--- config.mk ---
export PLATFORM = sky130hd
export DESIGN_NAME = ps2_keyboard_flat
export DESIGN_NICKNAME = d
export VERILOG_FILES = /design/src/rtl/ps2_keyboard_if.sv /design/src/rtl/ps2_keyboard.sv /design/src/flat_wrapper.sv
export SDC_FILE = /design/constraint.sdc
export NUM_CORES = 1
export LEC_CHECK = 0
export BUFFER_PORTS_ARGS = -buffer_cell sky130_fd_sc_hd__buf_4
export CAP_MARGIN = 20
export CORE_AREA = 8 8 93 95
export DETAILED_ROUTE_END_ITERATION = 8
export DIE_AREA = 0 0 101 103
export GPL_TIMING_DRIVEN = 0
export PLACE_DENSITY_LB_ADDON = 0.1
export RECOVER_POWER = 50
export SETUP_SLACK_MARGIN = 0.4
export SYNTH_ARGS = -nofsm -noshare
export SYNTH_HDL_FRONTEND = slang
export SYNTH_SLANG_ARGS = --single-unit
--- constraint.sdc ---
create_clock -name Clk -period 2.2 [get_ports Clk]
set_clock_uncertainty 0.2 [all_clocks]
set_input_delay 0.22 -clock Clk [delete_from_list [all_inputs] [get_ports Clk]]
set_output_delay 0.22 -clock Clk [all_outputs]
set_load 0.1 [all_outputs]
--- src/rtl/ps2_keyboard_if.sv ---
// PS/2 keyboard bundle: raw connector lines in, decoded key state out.
// master is the decoder side, slave is the keyboard/consumer side.
interface ps2_keyboard_if;
  logic       ps2_clk;
  logic       ps2_data;
  logic [7:0] keycode;
  logic       press;
  logic       extended;
  logic       code_valid;
  logic       parity_err;
  logic       frame_err;

  modport master (
    input  ps2_clk,
    input  ps2_data,
    output keycode,
    output press,
    output extended,
    output code_valid,
    output parity_err,
    output frame_err
  );

  modport slave (
    output ps2_clk,
    output ps2_data,
    input  keycode,
    input  press,
    input  extended,
    input  code_valid,
    input  parity_err,
    input  frame_err
  );
endinterface

--- src/rtl/ps2_keyboard.sv ---
// PS/2 Set 2 receiver: sync + glitch filter, frame FSM,
// E0/F0 prefix decoder holding the last key and its state.
module ps2_keyboard #(
  parameter int FILTER_LEN     = 8,
  parameter int TIMEOUT_CYCLES = 50000
) (
  input  logic          Clk,
  input  logic          Reset,
  ps2_keyboard_if.master bus
);

  typedef enum logic [1:0] {
    S_IDLE,
    S_DATA,
    S_PARITY,
    S_STOP
  } state_t;

  localparam logic [15:0] TMO_LAST =
    16'(TIMEOUT_CYCLES - 1);

  logic                  r_clk_s1;
  logic                  r_clk_s2;
  logic                  r_dat_s1;
  logic                  r_dat_s2;
  logic [FILTER_LEN-1:0] r_filt;
  logic                  r_fclk;
  logic                  r_fall;
  logic                  w_all0;
  logic                  w_all1;

  assign w_all0 = (r_filt == '0);
  assign w_all1 = (r_filt == '1);

  always_ff @(posedge Clk) begin
    if (Reset) begin
      r_clk_s1 <= 1'b1;
      r_clk_s2 <= 1'b1;
      r_dat_s1 <= 1'b1;
      r_dat_s2 <= 1'b1;
      r_filt   <= '1;
      r_fclk   <= 1'b1;
      r_fall   <= 1'b0;
    end else begin
      r_clk_s1 <= bus.ps2_clk;
      r_clk_s2 <= r_clk_s1;
      r_dat_s1 <= bus.ps2_data;
      r_dat_s2 <= r_dat_s1;
      r_filt   <= {r_filt[FILTER_LEN-2:0], r_clk_s2};
      if (w_all0)
        r_fclk <= 1'b0;
      else if (w_all1)
        r_fclk <= 1'b1;
      r_fall   <= r_fclk & w_all0;
    end
  end

  state_t      r_state;
  state_t      w_state_n;
  logic [2:0]  r_bitcnt;
  logic [2:0]  w_bitcnt_n;
  logic [7:0]  r_shift;
  logic [7:0]  w_shift_n;
  logic        r_par;
  logic        w_par_n;
  logic [15:0] r_tmo;
  logic [15:0] w_tmo_n;
  logic        r_byte_rdy;
  logic        w_rdy_n;
  logic        r_perr;
  logic        w_perr_n;
  logic        r_ferr;
  logic        w_ferr_n;
  logic [7:0]  r_byte;

  always_ff @(posedge Clk) begin
    if (Reset) begin
      r_state    <= S_IDLE;
      r_bitcnt   <= '0;
      r_shift    <= '0;
      r_par      <= 1'b0;
      r_tmo      <= '0;
      r_byte_rdy <= 1'b0;
      r_perr     <= 1'b0;
      r_ferr     <= 1'b0;
      r_byte     <= '0;
    end else begin
      r_state    <= w_state_n;
      r_bitcnt   <= w_bitcnt_n;
      r_shift    <= w_shift_n;
      r_par      <= w_par_n;
      r_tmo      <= w_tmo_n;
      r_byte_rdy <= w_rdy_n;
      r_perr     <= w_perr_n;
      r_ferr     <= w_ferr_n;
      if (w_rdy_n)
        r_byte <= r_shift;
    end
  end

  always_comb begin
    w_state_n  = r_state;
    w_bitcnt_n = r_bitcnt;
    w_shift_n  = r_shift;
    w_par_n    = r_par;
    w_tmo_n    = r_tmo;
    w_rdy_n    = 1'b0;
    w_perr_n   = 1'b0;
    w_ferr_n   = 1'b0;

    if (r_state == S_IDLE || r_fall) begin
      w_tmo_n = '0;
    end else if (r_tmo == TMO_LAST) begin
      w_tmo_n   = '0;
      w_state_n = S_IDLE;
      w_ferr_n  = 1'b1;
    end else begin
      w_tmo_n = r_tmo + 16'd1;
    end

    if (r_fall) begin
      unique case (r_state)
        S_IDLE: begin
          if (!r_dat_s2) begin
            w_state_n  = S_DATA;
            w_bitcnt_n = '0;
          end
        end
        S_DATA: begin
          w_shift_n  = {r_dat_s2, r_shift[7:1]};
          w_bitcnt_n = r_bitcnt + 3'd1;
          if (r_bitcnt == 3'd7)
            w_state_n = S_PARITY;
        end
        S_PARITY: begin
          w_par_n   = r_dat_s2;
          w_state_n = S_STOP;
        end
        S_STOP: begin
          w_state_n = S_IDLE;
          // a bad stop bit masks any parity problem
          if (!r_dat_s2)
            w_ferr_n = 1'b1;
          else if (^{r_shift, r_par})
            w_rdy_n = 1'b1;
          else
            w_perr_n = 1'b1;
        end
        default: w_state_n = S_IDLE;
      endcase
    end
  end

  logic       r_ext_pend;
  logic       r_brk_pend;
  logic [7:0] r_keycode;
  logic       r_press;
  logic       r_extended;
  logic       r_code_valid;
  logic       w_is_e0;
  logic       w_is_f0;
  logic       w_make;
  logic       w_brk;
  logic       w_match;

  assign w_is_e0 = (r_byte == 8'hE0);
  assign w_is_f0 = (r_byte == 8'hF0);
  assign w_make  = ~w_is_e0 & ~w_is_f0 & ~r_brk_pend;
  assign w_brk   = ~w_is_e0 & ~w_is_f0 & r_brk_pend;
  assign w_match = (r_byte == r_keycode) &&
                   (r_ext_pend == r_extended);

  always_ff @(posedge Clk) begin
    if (Reset) begin
      r_ext_pend   <= 1'b0;
      r_brk_pend   <= 1'b0;
      r_keycode    <= '0;
      r_press      <= 1'b0;
      r_extended   <= 1'b0;
      r_code_valid <= 1'b0;
    end else begin
      r_code_valid <= 1'b0;
      if (r_byte_rdy) begin
        unique case (1'b1)
          w_is_e0: r_ext_pend <= 1'b1;
          w_is_f0: r_brk_pend <= 1'b1;
          w_make: begin
            r_keycode    <= r_byte;
            r_extended   <= r_ext_pend;
            r_press      <= 1'b1;
            r_code_valid <= 1'b1;
            r_ext_pend   <= 1'b0;
            r_brk_pend   <= 1'b0;
          end
          w_brk: begin
            if (w_match) begin
              r_press      <= 1'b0;
              r_code_valid <= 1'b1;
            end
            r_ext_pend <= 1'b0;
            r_brk_pend <= 1'b0;
          end
          default: ;
        endcase
      end
    end
  end

  assign bus.keycode    = r_keycode;
  assign bus.press      = r_press;
  assign bus.extended   = r_extended;
  assign bus.code_valid = r_code_valid;
  assign bus.parity_err = r_perr;
  assign bus.frame_err  = r_ferr;

endmodule
--- src/flat_wrapper.sv ---
// flat-port wrapper written by rule: the top's interface ports become plain ports
module ps2_keyboard_flat 
#(
  parameter int FILTER_LEN     = 8,
  parameter int TIMEOUT_CYCLES = 50000
)
  (Clk, Reset, bus_ps2_clk, bus_ps2_data, bus_keycode, bus_press, bus_extended, bus_code_valid, bus_parity_err, bus_frame_err);
  ps2_keyboard_if bus_i ();
  input  logic Clk;
  input  logic Reset;
  input wire logic [$bits(bus_i.ps2_clk)-1:0] bus_ps2_clk;
  input wire logic [$bits(bus_i.ps2_data)-1:0] bus_ps2_data;
  output wire logic [$bits(bus_i.keycode)-1:0] bus_keycode;
  output wire logic [$bits(bus_i.press)-1:0] bus_press;
  output wire logic [$bits(bus_i.extended)-1:0] bus_extended;
  output wire logic [$bits(bus_i.code_valid)-1:0] bus_code_valid;
  output wire logic [$bits(bus_i.parity_err)-1:0] bus_parity_err;
  output wire logic [$bits(bus_i.frame_err)-1:0] bus_frame_err;
  assign bus_i.ps2_clk = bus_ps2_clk;
  assign bus_i.ps2_data = bus_ps2_data;
  assign bus_keycode = bus_i.keycode;
  assign bus_press = bus_i.press;
  assign bus_extended = bus_i.extended;
  assign bus_code_valid = bus_i.code_valid;
  assign bus_parity_err = bus_i.parity_err;
  assign bus_frame_err = bus_i.frame_err;
  ps2_keyboard #(.FILTER_LEN(FILTER_LEN), .TIMEOUT_CYCLES(TIMEOUT_CYCLES)) u_core (.Clk(Clk), .Reset(Reset), .bus(bus_i));
endmodule
**Yosys cells after proc, flatten, opt, wreduce, memory -nomap -nowiden**

Cells that the tools add are included.

- Add/sub/neg operators: 2
- Equality and inequality tests: 12
- Muxes and demuxes: 26
- Bitwise logic cells: 11
- Reduce and logical (&&, ||, !) cells: 21

Operators with widths:

| operator | count |
|---|---|
| 8-bit equality test (second input constant) | 3 |
| 16-bit by 1-bit adder with 16-bit output (second input constant) | 1 |
| 16-bit equality test (second input constant) | 1 |
| 1-bit two-way mux | 14 |
| 2-bit two-way mux | 5 |
| 2-bit AND reduction | 5 |
| 2-bit nonzero test | 5 |
| 9-bit XOR reduction | 1 |
| 8-bit equality test | 1 |
| 8-bit zero test | 1 |
| 1-bit case mux with 2 select lines | 4 |
| 2-bit case mux with 4 select lines | 1 |
| 1-bit NOT | 7 |
| 3-bit case mux with 2 select lines | 1 |
| 3-bit AND reduction | 2 |
| 1-bit bitwise AND | 4 |
| 2-bit equality test (second input constant) | 2 |
| 2-bit != test (second input constant) | 2 |
| 2-bit OR reduction | 2 |
| 4-bit OR reduction | 1 |
| 3-bit by 1-bit adder with 3-bit output (second input constant) | 1 |
| 3-bit equality test (second input constant) | 1 |
| 3-bit two-way mux | 1 |
| 3-bit OR reduction | 1 |
| other kinds (5) | 5 |

- Register bits after elaboration: 68
- Input port bits: 4
- Output and inout port bits: 13
- Logic and storage cells: 94

**Longest topological paths before layout**

Gate-level depths: netlist (run 1).

- Word-level depth: 7
- Mapped depth: 7
- Mapped depth without buffers: 5

**Worst setup path after synthesis (run 1)**

Ideal clock, no wire load.

- Kind: reg2reg
- Start point: register u_core.r_keycode[5], in the netlist u_core.bus.keycode[5]
- End point: register u_core.r_press, in the netlist u_core.bus.press
- Setup time: 115 ps
- Arrival time: 1762 ps
- Data required time: 1885 ps
- Slack: 124 ps
- Cell stages (with the launch flop): 5
- Buffers on the path: 0
- Period minus slack after synthesis: 2076 ps
- Path through: dfxtp_1 > xor2_1 > nor4_1 > a41oi_1 > o21a_1

- Cells in the longest elaborated chain, start to end: 4

RTL lines:

| what | line | text |
|---|---|---|
| from (decl) | ps2_keyboard.sv:156 | `logic [7:0] r_keycode;` |
| from (signal assigned) | ps2_keyboard.sv:188 | `r_keycode <= r_byte;` |
| 8-bit equality test | ps2_keyboard.sv:170 | `assign w_match = (r_byte == r_keycode) &&` |
| 1-bit logical AND | ps2_keyboard.sv:170 |  |
| 2-bit != test (no line) | - |  |
| 3-bit AND reduction (no line) | - |  |
| to (signal assigned) | ps2_keyboard.sv:178 | `r_press <= 1'b0;` |
| to (signal assigned) | ps2_keyboard.sv:190 | `r_press <= 1'b1;` |
| to (signal assigned) | ps2_keyboard.sv:197 | `r_press <= 1'b0;` |
| to (decl) | ps2_keyboard.sv:157 | `logic r_press;` |

No other way between the ends.
A chain may end at the register's enable or synchronous reset.

**Worst setup path in the final report (run 1)**

- Start point: register u_core.r_tmo[1]
- End point: register u_core.r_tmo[1]

- Cells in the longest elaborated chain, start to end: 2
- Elaborated cells between the ends (all ways): 3
- Classes of those cells: add/sub: 1; eq/ne: 1; reduce/logical: 1

RTL lines:

| what | line | text |
|---|---|---|
| from (decl) | ps2_keyboard.sv:66 | `logic [15:0] r_tmo;` |
| from (signal assigned) | ps2_keyboard.sv:92 | `r_tmo <= w_tmo_n;` |
| branches (longest 2 deep; another with 16-bit by 1-bit adder with 16-bit output) | - |  |

Several ways; the timed one is not identified.

==> flow_metrics.py, run 1 <==
metrics = {
    "outcome": {
        "outcome": "complete, no violations",
    },
    "placed_design": {
        "pre_cts_slack_ps": 179,
        "place_inst": 409,
        "gp_congestion": 0.721,
        "dpl.hpwl_mm": 3.74,
        "io_buffers": 16,
    },
    "timing": {
        "tightest_slew_ps": 670,
        "clock.fmax_mhz": 508,
        "min_period_over_period": 0.895,
        "timing.final.ws_setup_ps": 230,
        "setup_tns_ps": 0,
        "slew_headroom": 0.553,
        "min_period_ps": 1970,
        "worst_hold_slack_ps": 113,
        "drv_slew": 0,
        "final-setup-viol-count": 0,
        "hold_viol": 0,
        "rsz0062_at_grt": "true",
    },
    "cells_and_area": {
        "layout_commonest_cell": "dfxtp_1",
        "layout_common_cells": "dfxtp_1 (54), nor2_1 (32), mux2i_1 (26)",
        "final_nets": 345,
        "area_growth_syn_to_layout_pct": 22.9,
        "seqCellArea_mm2": 0.00138,
        "drive_above_1_share": 0.281,
        "antenna_cells": 0,
        "multiInputGateArea_mm2": 0.00143,
        "final_cells": 441,
        "fill_cells": 723,
    },
    "power": {
        "seqPwrFrac": 0.545,
        "peakVddDrop_v": 0.000297,
        "swShare": 0.212,
        "p_leak_nw": 1.34,
        "p_sw_w": 0.000482,
        "powerDensity_mw_per_mm2": 655,
        "comb_power_share": 0.015,
        "p_int_w": 0.00179,
        "p_total_w": 0.00227,
        "power_frac_clock": 0.440,
    },
    "clocking": {
        "cts-root-buf": "clkbuf_8",
        "clkSlewWorstSetupHoldPaths_ps": 70,
        "cts_buffer_depth": 2,
        "cts_made_buffers": 9,
        "cts.sinks": 68,
        "clk-insertion-delay-late_ps": 330,
        "htree_levels": 3,
        "cts_tree": "done",
    },
    "die": {
        "num_rows": 31,
        "core_mm2": 0.00714,
        "initial_utilization": 0.395,
        "io_pins": 17,
        "dieArea_mm2": 0.0104,
        "die_y_um": 103,
        "die_w_um": 101,
    },
    "logic_synthesis": {
        "syn_area_mm2": 0.00282,
        "synth.distinct_cells": 40,
        "synth_top_cell_by_area": "dfxtp_1",
        "syn_inst": 294,
        "netlist.area_leader.share": 0.483,
        "yosys_warnings": 0,
        "syn_area_per_cell_um2": 9.59,
        "synth_seq_cells": 68,
        "syn_nets": 301,
        "synthTopCellsByArea": "dfxtp_1 (48%), mux2i_1 (9.2%), nor2_1 (5.6%)",
        "ys_seq_area_frac": 0.483,
    },
    "worst_setup_path": {
        "cp_slowest_cell": "or4_4",
        "start_kind": "flop",
        "r2r_slack_ps": 230,
        "end_kind": "flop",
        "crit_chain": "ha_4 > and3_4 > and4_4 > or4_4 > buf_8 > buf_12 > nor2_1",
        "worstPathArrival_ps": 2030,
        "r2r_cells": 7,
        "cp.buffers_inverters": 2,
        "slowest_delay_ps": 490,
        "worst-setup-path-type": "flop to flop",
        "r2r_end": "u_core.r_tmo[1]$_SDFF_PP0_",
        "crit_family": "simple AND/OR/NAND/NOR gates",
        "path_max_fanout": 10,
        "crit_required_ps": 2260,
        "timing.rr.start": "u_core.r_tmo[1]$_SDFF_PP0_",
    },
    "routing": {
        "first_pass_iters": 4,
        "drc": 0,
        "finalWirelength_mm": 5.59,
        "wl_per_cell_um": 12.7,
        "first_iter_violations": 40,
        "via_count": 2086,
        "vias_per_cell": 4.73,
        "ant_nets": 0,
    },
    "global_route": {
        "grt_util_all_layers": 0.115,
        "gr-total-overflow": 0,
        "grt_pass1_vias": 1948,
        "grt_pass1_wl_mm": 9.36,
        "antenna_found_initial": 0,
        "grt_max_degree": 12,
    },
    "min_path": {
        "hp-class": "input port to flop",
        "holdPathStages": 4,
        "holdPathEnd": "u_core.r_byte[7]$_SDFFE_PP0P_",
        "hp-start": "Reset",
    },
    "job": {
        "cap_violations": 0,
    },
}
==> metal layers <==
| layer | global-route usage | wire length, µm | vias to the layer above |
|---|---|---|---|
| met5 | 0 | 0 | - |
| met4 | 0.0584 | 82 | 0 |
| met3 | 0.0270 | 192 | 9 |
| met2 | 0.184 | 2570 | 24 |
| met1 | 0.141 | 2750 | 968 |
| li1 | - | - | 1085 |
==> logic make-up (layout without fill, tap and decap cells) <==
family / after synthesis / in the layout / synth area share
AOI/OAI and AO/OA: 22 / 22 / 0.0493
and+or+nand+nor: 124 / 124 / 0.226
xor gates and xnor gates: 27 / 27 / 0.0937
DFF: 68 / 68 / 0.483
buffers and inverters: 23 / 71 / 0.0373
adders and majority gates: 3 / 3 / 0.0133
muxes: 27 / 27 / 0.0976
==> cells in the mapped netlist <==
master    number
nor4bb_1       3
or2_2         12
nor4b_1        1
nand4b_1       3
nor4_1         5
a41oi_1        1
or4_1          1
nor3b_1        3
o221a_2        1
o211ai_1       1
o31a_1         1
o21a_1         1
nand4_1        7
a21oi_1       10
a211oi_1       2
and4_1         2
o21ai_0        3
nand2b_1       2
xnor3_1        2
nand3b_1       1
clkbuf_1       9
nor2b_1        1
a21o_1         2
and4_4         1
and3_1         2
nand3_1        8
nor2_1        42
buf_2          3
xnor2_1        8
ha_1           3
and2_1         2
nand2_1       23
dfxtp_1       68
inv_1          9
nor3_1         3
buf_6          2
xor2_1        17
mux2i_1       26
mux2_4         1
or3_1          2
==> worst min-delay path: stages <==
cell and delay, ps:
clkbuf_1 160, inv_1 90, nand2_1 70, mux2i_1 60
==> timing repair <==
action | in CTS | in global routing
pin swaps | 4 | 3
hold endpoints to repair | 2 | 0
endpoints found under the setup margin | 35 | 40
setup buffers | 8 | 7
hold buffers | 2 | 0
resized for setup | 8 | 23
==> how the worst max path moves through the flow <==
stage	cells past startpoint	startpoint	slack, ps	endpoint
4_1_cts	7	u_core.r_tmo[1]$_SDFF_PP0_	220	u_core.r_tmo[6]$_SDFF_PP0_
5_1_grt	5	u_core.r_byte[6]$_SDFFE_PP0P_	120	u_core.bus.extended$_SDFFE_PP0P_
3_5_place_dp	7	u_core.r_tmo[0]$_SDFF_PP0_	180	u_core.r_tmo[1]$_SDFF_PP0_
3_3_place_gp	7	u_core.r_tmo[0]$_SDFF_PP0_	180	u_core.r_tmo[1]$_SDFF_PP0_
6_report	7	u_core.r_tmo[1]$_SDFF_PP0_	230	u_core.r_tmo[1]$_SDFF_PP0_
2_1_floorplan	7	u_core.r_tmo[0]$_SDFF_PP0_	290	u_core.r_tmo[0]$_SDFF_PP0_
==> state kept, by name (all words and copies together), names as in the netlist, 2 cells and up <==
register / flops
u_core.r_byte: 8
u_core.r_shift: 8
u_core.r_tmo: 16
u_core.r_filt: 8
u_core.bus.keycode: 8
u_core.r_bitcnt: 3
u_core.r_state: 2
==> power by group through the flow <==
stage	Sequential, W	Combinational (W)	Clock [W]
finish	0.00124	0.0000335	0.00100
global route	0.00124	0.0000370	0.00109
CTS	0.00124	0.0000355	0.00103
detailed placement	0.00127	0.0000326	0
global placement	0.00127	0.0000327	0
floorplan	0.00126	0.0000186	0
==> stage by stage <==
stage | instance area [µm²] | util
after floorplan | 2860 | -
after global placement | 3100 | 0.435
after detailed placement | 3100 | 0.435
after CTS | 3400 | 0.477
after global routing | 3460 | 0.485
final | 3460 | 0.485
==> area by class of cell <==
class | instances | area share
Multi-Input combinational cell | 203 | 0.413
Clock buffer | 10 | 0.0397
Clock inverter | 5 | 0.0152
Tap cell | 99 | 0.0358
Timing Repair Buffer | 33 | 0.0614
Inverter | 9 | 0.00975
Buffer | 14 | 0.0274
Sequential cell | 68 | 0.398
Power figures use the tool's default switching activity.
==> run 2, diff against run 1 <==
Settings changed: CORE_AREA 8 8 93 95 to 8 8 120 122, DIE_AREA 0 0 101 103 to 0 0 128 130.
==> run 2 against run 1 <==
Effect of this change: clock power is 45% higher; core utilization decreased by 19 points; sequential share of layout area shrank 2.3 points; hold slack improved by 29 ps; flip-flop and latch count unchanged; setup slack worse by 10 ps; sequential power is essentially flat; clock-buffer cell count increased by 2; global-route usage down 3.1 points; critical path depth did not move; power up 20%; critical endpoint is now u_core.r_tmo[6]$_SDFF_PP0_.
==> flow_metrics.py, run 2 (synthesis results as in run 1) <==
metrics = {
    "routing": {
        "ant_nets": 0,
        "first_pass_iters": 4,
        "first_iter_violations": 55,
        "vias_per_cell": 4.11,
        "via_count": 2109,
        "finalWirelength_mm": 6.34,
        "wl_per_cell_um": 12.4,
        "drc": 0,
    },
    "cells_and_area": {
        "drive_above_1_share": 0.273,
        "area_growth_syn_to_layout_pct": 30.8,
        "largest_reg_flops": 16,
        "top_register": "u_core.r_tmo",
        "layout_commonest_cell": "dfxtp_1",
        "layout_common_cells": "dfxtp_1 (54), nor2_1 (33), mux2i_1 (26)",
        "antenna_cells": 0,
        "final_nets": 343,
        "finish.instance_area_mm2": 0.00369,
    },
    "die": {
        "die_y_um": 130,
        "die_w_um": 128,
        "dieArea_mm2": 0.0166,
        "io_pins": 17,
        "num_rows": 41,
        "initial_utilization": 0.227,
        "core_mm2": 0.0124,
    },
    "power": {
        "p_leak_nw": 1.40,
        "peakVddDrop_v": 0.000272,
        "p_total_w": 0.00272,
        "powerDensity_mw_per_mm2": 738,
    },
    "timing": {
        "tightest_slew_ps": 739,
        "clock.fmax_mhz": 505,
        "min_period_ps": 1980,
        "timing.final.ws_setup_ps": 220,
        "slew_headroom": 0.508,
        "min_period_over_period": 0.900,
        "final-setup-viol-count": 0,
        "hold_viol": 0,
        "rsz0062_at_grt": "true",
        "setup_tns_ps": 0,
        "drv_slew": 0,
    },
    "placed_design": {
        "gp_congestion": 0.705,
        "dpl.hpwl_mm": 4.30,
        "pre_cts_slack_ps": 160,
        "dpl-instance-area_mm2": 0.00320,
        "io_buffers": 16,
    },
    "worst_setup_path": {
        "crit_required_ps": 2270,
        "crit_chain": "ha_4 > and3_4 > and4_4 > or4_4 > buf_8 > buf_8 > nor2_1",
        "end_kind": "flop",
        "start_kind": "flop",
        "worst-setup-path-type": "flop to flop",
        "cp_common_cell": "buf_8",
        "crit_family": "simple AND/OR/NAND/NOR gates",
        "worstPathArrival_ps": 2050,
        "slowest_delay_ps": 490,
        "path_max_fanout": 7,
        "cp.buffers_inverters": 2,
        "cp_slowest_cell": "or4_4",
    },
    "global_route": {
        "grt_util_all_layers": 0.0840,
        "grt_max_degree": 12,
        "gr-total-overflow": 0,
        "grt_pass1_wl_mm": 10.6,
        "antenna_found_initial": 0,
        "grt_pass1_vias": 2107,
    },
    "clocking": {
        "cts_tree": "done",
        "clk-insertion-delay-late_ps": 330,
        "clkSlewWorstSetupHoldPaths_ps": 60,
        "htree_levels": 3,
        "cts.sinks": 68,
        "cts-root-buf": "clkbuf_16",
        "cts_buffer_depth": 2,
        "cts_made_buffers": 9,
    },
    "outcome": {
        "outcome": "complete, no violations",
    },
    "min_path": {
        "hp-class": "input port to flop",
    },
    "job": {
        "cap_violations": 0,
    },
}
[run 2: worst min-delay path, cell delays in order]
cell and delay (ps):
clkbuf_1 130, inv_1 120, nand2_1 60, mux2i_1 110
[run 2: cell type report]
cell class	count	area, µm²
plain buffers	14	95.1
repair buffers	31	225
clock buffers	12	246
fillers	1351	8730
inverters	9	33.8
multi-input cells	203	1440
well taps	172	215
clock inverters	4	48.8
flip-flops and latches	68	1380
[run 2: power by group]
group	switching [W]	internal, W
clock	0.000543	0.000907
combinational	0.0000231	0.0000113
sequential	0.00000266	0.00123
total	0.000569	0.00215
[run 2: through the flow]
step                utilization  std cells  hold WS (ps)
finish                    0.297        513           142
global route              0.297        513           188
CTS                       0.294        510          17.6
detailed placement        0.257        482           194
global placement          0.257        482           192
floorplan                     -        294           124
[run 2: what timing repair did]
item / in CTS / in global routing
endpoints found under the setup margin: 35 / 39
gates cloned: 1 / 0
pin swaps: 5 / 3
hold endpoints to repair: 2 / 0
gates resized for setup: 12 / 23
buffers inserted: 9 / 3
hold buffers: 2 / 0
[run 2: metal layers]
| layer | vias up | routed length [µm] | track usage |
|---|---|---|---|
| met3 | 12 | 227 | 0.0241 |
| li1 | 1092 | - | - |
| met5 | - | 0 | 0 |
| met4 | 0 | 189 | 0.0615 |
| met2 | 24 | 2630 | 0.119 |
| met1 | 981 | 3290 | 0.107 |
[run 2: path summary, 6_finish.rpt]
| kind | slack (ps) | depth (start not counted) | startpoint | to |
|---|---|---|---|---|
| setup reg to reg | 220 | 7 | u_core.r_tmo[1]$_SDFF_PP0_ | u_core.r_tmo[6]$_SDFF_PP0_ |
| hold reg to reg | 210 | 1 | u_core.r_clk_s2$_SDFF_PP1_ | u_core.r_filt[0]$_SDFF_PP1_ |
| setup / recovery | 220 | 7 | u_core.r_tmo[1]$_SDFF_PP0_ | u_core.r_tmo[6]$_SDFF_PP0_ |
| hold / removal | 140 | 4 | Reset | u_core.r_byte[7]$_SDFFE_PP0P_ |
